--- src/rtl/spwm_gate_sequencer.sv ---
// Three-phase SPWM gate sequencer: bootstrap precharge, dead-time protected run,
// stop ramp-down and latched fault shutdown in front of the gate-driver pins.
module spwm_gate_sequencer #(
  parameter int unsigned DEAD_CYCLES = 8,
  parameter int unsigned BOOT_CYCLES = 1000,
  parameter int unsigned CNT_W       = 16
) (
  input  logic       clk,
  input  logic       reset,
  input  logic       enable,
  input  logic       fault_n,
  input  logic       fault_clr,
  input  logic       Va,
  input  logic       Vb,
  input  logic       Vc,
  output logic       ha,
  output logic       la,
  output logic       hb,
  output logic       lb,
  output logic       hc,
  output logic       lc,
  output logic [2:0] state,
  output logic       running,
  output logic       fault_latched
);

  localparam logic [2:0] StIdle   = 3'd0;
  localparam logic [2:0] StBoot   = 3'd1;
  localparam logic [2:0] StDeadIn = 3'd2;
  localparam logic [2:0] StRun    = 3'd3;
  localparam logic [2:0] StStop   = 3'd4;
  localparam logic [2:0] StFault  = 3'd5;

  localparam logic [CNT_W-1:0] DeadLoad = CNT_W'(DEAD_CYCLES);
  localparam logic [CNT_W-1:0] BootLoad = CNT_W'(BOOT_CYCLES);
  localparam logic [CNT_W-1:0] CntOne   = CNT_W'(1);

  logic [2:0]       state_q, state_d;
  logic [CNT_W-1:0] cnt_q, cnt_d;
  logic [2:0]       sx_q, cur_q, cur_d;
  logic [2:0]       gh_q, gh_d, gl_q, gl_d;
  logic [CNT_W-1:0] leg_cnt_q [3];
  logic [CNT_W-1:0] leg_cnt_d [3];

  // Sequencer FSM; one counter serves boot, entry dead time and stop dead time.
  always_comb begin
    state_d = state_q;
    cnt_d   = cnt_q;
    if (!fault_n) begin
      state_d = StFault;
      cnt_d   = '0;
    end else begin
      case (state_q)
        StIdle: begin
          if (enable) begin
            state_d = StBoot;
            cnt_d   = BootLoad;
          end
        end
        StBoot: begin
          if (!enable) begin
            state_d = StStop;
            cnt_d   = DeadLoad;
          end else if (cnt_q <= CntOne) begin
            state_d = StDeadIn;
            cnt_d   = DeadLoad;
          end else begin
            cnt_d = cnt_q - CntOne;
          end
        end
        StDeadIn: begin
          if (!enable) begin
            state_d = StStop;
            cnt_d   = DeadLoad;
          end else if (cnt_q <= CntOne) begin
            state_d = StRun;
            cnt_d   = '0;
          end else begin
            cnt_d = cnt_q - CntOne;
          end
        end
        StRun: begin
          if (!enable) begin
            state_d = StStop;
            cnt_d   = DeadLoad;
          end
        end
        StStop: begin
          if (cnt_q <= CntOne) begin
            state_d = StIdle;
            cnt_d   = '0;
          end else begin
            cnt_d = cnt_q - CntOne;
          end
        end
        StFault: begin
          if (fault_clr && !enable) begin
            state_d = StIdle;
          end
        end
        default: begin
          state_d = StIdle;
          cnt_d   = '0;
        end
      endcase
    end
  end

  // Per-leg commutation; gate values are computed from next-state so they register cleanly.
  always_comb begin
    gh_d = '0;
    gl_d = '0;
    for (int i = 0; i < 3; i++) begin
      cur_d[i]     = cur_q[i];
      leg_cnt_d[i] = leg_cnt_q[i];
      if (state_d != StRun) begin
        leg_cnt_d[i] = '0;
      end else if (state_q != StRun) begin
        cur_d[i]     = sx_q[i];
        leg_cnt_d[i] = '0;
      end else if (leg_cnt_q[i] != '0) begin
        leg_cnt_d[i] = leg_cnt_q[i] - CntOne;
        if (leg_cnt_q[i] == CntOne) begin
          cur_d[i] = sx_q[i];
        end
      end else if (sx_q[i] != cur_q[i]) begin
        leg_cnt_d[i] = DeadLoad;
      end

      if (state_d == StBoot) begin
        gl_d[i] = 1'b1;
      end else if (state_d == StRun && leg_cnt_d[i] == '0) begin
        gh_d[i] = cur_d[i];
        gl_d[i] = ~cur_d[i];
      end
    end
  end

  always_ff @(posedge clk or negedge reset) begin
    if (!reset) begin
      state_q <= StIdle;
      cnt_q   <= '0;
      sx_q    <= '0;
      cur_q   <= '0;
      gh_q    <= '0;
      gl_q    <= '0;
      for (int i = 0; i < 3; i++) begin
        leg_cnt_q[i] <= '0;
      end
    end else begin
      state_q <= state_d;
      cnt_q   <= cnt_d;
      sx_q    <= {Vc, Vb, Va};
      cur_q   <= cur_d;
      gh_q    <= gh_d;
      gl_q    <= gl_d;
      for (int i = 0; i < 3; i++) begin
        leg_cnt_q[i] <= leg_cnt_d[i];
      end
    end
  end

  // fault_n gates the drivers directly so a fault removes them without waiting for a clock.
  assign ha = gh_q[0] & fault_n;
  assign la = gl_q[0] & fault_n;
  assign hb = gh_q[1] & fault_n;
  assign lb = gl_q[1] & fault_n;
  assign hc = gh_q[2] & fault_n;
  assign lc = gl_q[2] & fault_n;

  assign state         = state_q;
  assign running       = (state_q == StRun);
  assign fault_latched = (state_q == StFault);

endmodule

--- config.mk ---
export PLATFORM = sky130hd
export DESIGN_NAME = spwm_gate_sequencer
export DESIGN_NICKNAME = d
export VERILOG_FILES = /design/src/rtl/spwm_gate_sequencer.sv
export SDC_FILE = /design/constraint.sdc
export NUM_CORES = 1
export LEC_CHECK = 0
export BUFFER_PORTS_ARGS = -buffer_cell sky130_fd_sc_hd__buf_2
export CAP_MARGIN = 30
export CORE_UTILIZATION = 67
export CTS_CLUSTER_SIZE = 14
export DETAILED_ROUTE_END_ITERATION = 12
export GPL_ROUTABILITY_DRIVEN = 1
export PLACE_DENSITY = 0.82
export RECOVER_POWER = 100
export SYNTH_ARGS = -nofsm -noshare
export SYNTH_HDL_FRONTEND = slang
export SYNTH_SLANG_ARGS = --single-unit
--- constraint.sdc ---
create_clock -name clk -period 7.5 [get_ports clk]
set_clock_uncertainty 0.15 [all_clocks]
set_input_delay 0.375 -clock clk [delete_from_list [all_inputs] [get_ports clk]]
set_output_delay 0.375 -clock clk [all_outputs]
set_load 0.05 [all_outputs]
# After elaboration in Yosys (flattened, before gate mapping)
# Index checks and enable logic that the tools add are counted.
# classes
reduce_logical	13
mux	54
addsub	4
n_bitwise	9
eq_ne	18
magnitude_cmp	1
# ops
operator	n
2-to-1 mux 16 bit	19
one-hot mux 16 bit (6 select lines)	1
subtractor 16 x 1 -> 16 bit, second input constant	4
equality test 16 x 1 -> 1 bit, second input constant	3
logical NOT 16 bit	3
nonzero test 16 bit	3
2-to-1 mux 3 bit	9
2-to-1 mux 1 bit	24
one-hot mux 3 bit (6 select lines)	1
<= comparator 16 x 1 -> 1 bit, second input constant	1
equality test 3 x 2 -> 1 bit, second input constant	3
AND 1 bit	6
equality test 3 x 1 -> 1 bit, second input constant	2
equality test 3 bit, second input constant	2
!= test 3 x 2 -> 1 bit, second input constant	2
!= test 3 bit, second input constant	2
logical AND 1 bit	4
logical NOT 3 bit	1
!= test 1 bit	3
inverter 1 bit	3
AND reduction 3 bit	1
!= test 2 bit, second input constant	1
logical NOT 1 bit	1
# totals
word_cells	108
out_inout_bits	11
register_bits	79

# Depth between registers and ports, before layout
# logic_depth
ltp_word	11
ltp_mapped	10
ltp_nobuf	9

# Least setup slack after synthesis
# No wires, ideal clock.
# synth_path
kind	flip-flop to flip-flop
startpoint	reg cnt_q[10]
endpoint	reg gh_q[2]
arrival_time_ns	2.481
period_less_slack_ns	2.755
path_stages_with_launch	9
t_required_ns	7.226
n_path_buf	1
slack_ns	4.745
path_cell_list	dfrtp_1 -> or3_1 -> clkbuf_1 -> nor4_4 -> mux2_1 -> a21oi_1 -> nor2_1 -> mux2_1 -> nor2b_1
# synth_via
elab_cells_between_ends	17
classes_between	1 x order compare; 3 x eq/ne; 11 x mux; 2 x reduce/logical
# synth_lines
element	line	text
start: declaration	39	logic [CNT_W-1:0] cnt_q, cnt_d;
start signal: assignment	152	cnt_q <= cnt_d;
<= comparator 16 x 1 -> 1 bit *	64, 75, 89	
2-to-1 mux 3 bit (on tied branches)	75, 64	
2-to-1 mux 3 bit (on tied branches)	72, 61	
one-hot mux 3 bit (6 select lines) *	53	case (state_q)
2-to-1 mux 3 bit *	49	if (!fault_n) begin
!= test 3 x 2 -> 1 bit *	116	if (state_d != StRun) begin
2-to-1 mux 1 bit *	116	
net cur_d[2]	40	logic [2:0] sx_q, cur_q, cur_d;
2-to-1 mux 1 bit *	132	end else if (state_d == StRun && leg_cnt_d[i] == '0) begin
2-to-1 mux 1 bit *	130	if (state_d == StBoot) begin
net gh_d[2]	41	logic [2:0] gh_q, gh_d, gl_q, gl_d;
end signal: assignment	155	gh_q <= gh_d;
end: declaration	41	
# The timed path passes the listed nets; every way through them passes the cells marked *.
# A chain may end at the register's enable or synchronous reset.

# Worst setup path after layout
# layout_path
startpoint	reg cnt_q[7]
endpoint	reg gl_q[0]
# layout_via
elab_chain_cells	11
elab_cells_between_ends	18
classes_between	1 x order compare; 3 x eq/ne; 11 x mux; 1 x bitwise; 2 x reduce/logical
# layout_rtl
element	line	text
<= comparator 16 x 1 -> 1 bit *	64, 75, 89	
2-to-1 mux 3 bit (on tied branches)	75, 64	
2-to-1 mux 3 bit (on tied branches)	72, 61	
one-hot mux 3 bit (6 select lines) *	53	
2-to-1 mux 3 bit *	49	
!= test 3 x 2 -> 1 bit	116	
2-to-1 mux 16 bit	116	
logical NOT 16 bit	132	
logical AND 1 bit	132	
2-to-1 mux 1 bit	132	
2-to-1 mux 1 bit *	130	
net gl_d[0]	41	
end signal: assignment	156	gl_q <= gl_d;
end: declaration	41	
# Marked as above.

==> impl_metrics.csv <==
group,metric,value,unit
timing,hold_viol_final,0,
power_and_ir_drop,p_leak,2.29,nW
clocking,clk_pin_slew,0.09,ns
logic_synthesis,ys_async_sr_fraction,1.00,
min_path,holdCritStartpoint,"fault_n",
timing,fmax,231,MHz
route,routedWlPerCell,16.4,um
route,postRouteAntennaNets,0,
status,outcome,"finished, final reports clean",
grt,track_usage,0.306,
cells_and_area,fin_area,5300,um^2
worst_setup_path,cp-start-kind,"flip-flop",
timing,worstMarginPinSlew,1.27,ns
worst_setup_path,worstSetupPathType,"reg2reg",
timing,post-route-period-util,0.577,
timing,setup_viol,0,
timing,min_period,4.33,ns
clocking,clk_path_buf_depth,2,
min_path,hold_path.class,"in2reg",
route,num_vias,4395,
grt,grt_pass1_vias,3990,
clocking,clk-insertion-delay-late,0.36,ns
placed_design,dpl_cell_area,5120,um^2
die,fp.dieH,88.3,um
power_and_ir_drop,powerDensity,276,nW/um^2
power_and_ir_drop,ir_drop,132,uV
power_and_ir_drop,power,1.46,mW
logic_synthesis,yosys.area.top_type,"dfrtp_1",
grt,grt_pass1_wl,18.5,mm
clocking,cts_buffers,9,
route,viasPerCell,6.35,
worst_setup_path,critPathCaptureType,"flip-flop",
cells_and_area,fin_util,0.735,
die,io_pins,19,
logic_synthesis,synth_area_leaders,"dfrtp_1 40%, nor2_1 5.5%, xnor2_1 4.6%",
logic_synthesis,synth.most_common_cell,"dfrtp_1",
min_path,hold_path_end,"state[0]$_DFF_PN0_",
worst_setup_path,cp_data_arrival_time,4.42,ns
grt,gr-total-overflow,0,
route,drt_wl_total,11.3,mm
worst_setup_path,regToRegSetupSlack,3.17,ns
clocking,cts_resized,0,
cells_and_area,syn_to_final_growth,6.19,%
clocking,h-tree-depth,3,
worst_setup_path,r2r_cells,8,
cells_and_area,nets,607,
logic_synthesis,synthCells,581,
logic_synthesis,syn_avg_cell_area,8.59,um^2
logic_synthesis,synth_fp_nets,600,
logic_synthesis,synth_cell_types,66,
clocking,cts_sinks,79,
logic_synthesis,synth-main-ff-cell,"dfrtp_1",
route,firstDrtPassIters,4,
clocking,cts_tree,"built",
die,die_w,88.3,um
placed_design,place_congestion,0.905,
logic_synthesis,synth_edf_count,0,
cells_and_area,final_layout_size_suffix_gt1_frac,0.0691,
die,coreArea,7210,um^2
grt,grt_max_degree,80,
worst_setup_path,crit_fanout,27,
die,fp.dieArea,7800,um^2
timing,slew_violations,0,
worst_setup_path,r2r-end,"gl_q[0]$_DFF_PN0_",
logic_synthesis,ys_seq_area_frac,0.396,
job,max_cap_violations,0,
worst_setup_path,r2r-start,"cnt_q[7]$_DFFE_PN0P_",
timing,fin_setup_tns,0,ns
timing,rsz0062_at_grt,"false",
timing,maxSlewHeadroom,0.154,
route,drt_drc_violations_left,0,
logic_synthesis,syn_area,4990,um^2
cells_and_area,num_antenna_cells,0,
min_path,worstHoldPathCells,2,
logic_synthesis,synthTopCellsByCount,"79 x dfrtp_1, 73 x nor2_1, 51 x nand2_1",
clocking,root_buffer,"clkbuf_8",
logic_synthesis,yosysTopAreaCellShare,0.396,
die,num_rows,31,
worst_setup_path,required,7.59,ns
placed_design,port_buffers,18,
die,initial_utilization,0.692,
grt,grt_antenna_before_repair,0,
placed_design,dpl.hpwl,7.72,mm
logic_synthesis,yosysWarnings,0,
logic_synthesis,ys_ff_latch,79,
clocking,post_cts_buffers,0,
route,drt_iter0_drc,320,
==> power by group <==
group	internal [mW]	leakage (nW)	switching (mW)
combinational	0.215	1.13	0.413
clock	0.130	0.0849	0.166
sequential	0.476	1.08	0.0644
total	0.821	2.29	0.643
==> per-stage QoR <==
stage	setup slack, ns	hold slack, ns	instances
detailed placement	4.46	0.329	671
global placement	4.35	0.317	670
finish	3.17	0.156	692
floorplan	4.74	-0.0706	581
CTS	4.43	0.0542	690
global route	2.78	0.159	692
==> registers in the layout (all words and copies together), names as in the netlist <==
signal,cells
sx_q,3
state,3
leg_cnt_q,48
gh_q,3
cnt_q,16
gl_q,3
cur_q,3
==> final cells by class <==
class / count / area [um^2]
multi-input cells: 455 / 2800
flip-flops and latches: 79 / 1980
fillers: 591 / 1910
repair buffers: 24 / 146
clock buffers: 10 / 138
well taps: 99 / 124
inverters: 19 / 71.3
clock inverters: 6 / 45.0
==> worst max-delay path by stage <==
stage / cells past startpoint / endpoint / start
2_1_floorplan: 8 / gh_q[2]$_DFF_PN0_ / cnt_q[10]$_DFFE_PN0P_
3_3_place_gp: 7 / gl_q[0]$_DFF_PN0_ / state[0]$_DFF_PN0_
3_5_place_dp: 7 / gh_q[2]$_DFF_PN0_ / cnt_q[10]$_DFFE_PN0P_
4_1_cts: 7 / gh_q[2]$_DFF_PN0_ / cnt_q[10]$_DFFE_PN0P_
5_1_grt: 8 / gl_q[0]$_DFF_PN0_ / cnt_q[7]$_DFFE_PN0P_
6_report: 8 / gl_q[0]$_DFF_PN0_ / cnt_q[7]$_DFFE_PN0P_
==> worst max-delay path, cell delays in order (launching register included) <==
cell and delay [ns]:
dfrtp_1 0.44, or4_1 0.61, o2111ai_1 0.21, nand2_1 0.10, nand3_1 0.71, clkbuf_1 1.00, o21ai_0 0.61, o21ai_0 0.28
o31ai_1 0.10
==> repair_timing <==
action                                  in CTS  in global routing
endpoints found under the setup margin       0                  0
hold buffers                                 3                  1
hold endpoints to repair                     3                 18
==> kinds of logic after synthesis <==
| family | count (synthesis) | share of synthesized area |
|---|---|---|
| fa+ha+maj | 11 | 0.0276 |
| simple gates | 290 | 0.318 |
| buf+inv | 47 | 0.0393 |
| mux | 6 | 0.0128 |
| flops | 79 | 0.396 |
| xor+xnor | 35 | 0.0614 |
| compound gates | 113 | 0.145 |
==> layout by cell type (no fill, tap or decap), types with 8 or more instances in the layout <==
master	synthesis	final
dfrtp_1	79	79
nor2_1	73	73
nand2_1	51	51
o21ai_0	36	40
xnor2_1	26	26
nor3_1	22	22
a21oi_1	21	21
nor4_1	18	19
inv_1	19	19
nand3_1	18	18
or3_1	14	14
nor2b_1	14	14
clkbuf_1	19	13
ha_1	11	11
and2_1	10	10
nand2b_1	10	10
clkbuf_8	0	10
xor2_1	9	9
o31ai_1	8	8
nand4_1	8	8
==> per-layer routing <==
metal  vias up  GRT usage  wire length (um)
met5         -          0                 0
met4         0      0.116               239
met3        21     0.0746               803
met2       200      0.480              5330
met1      2073      0.411              4950
li1       2101          -                 -
Note: power is estimated with default switching activity, not from simulation.
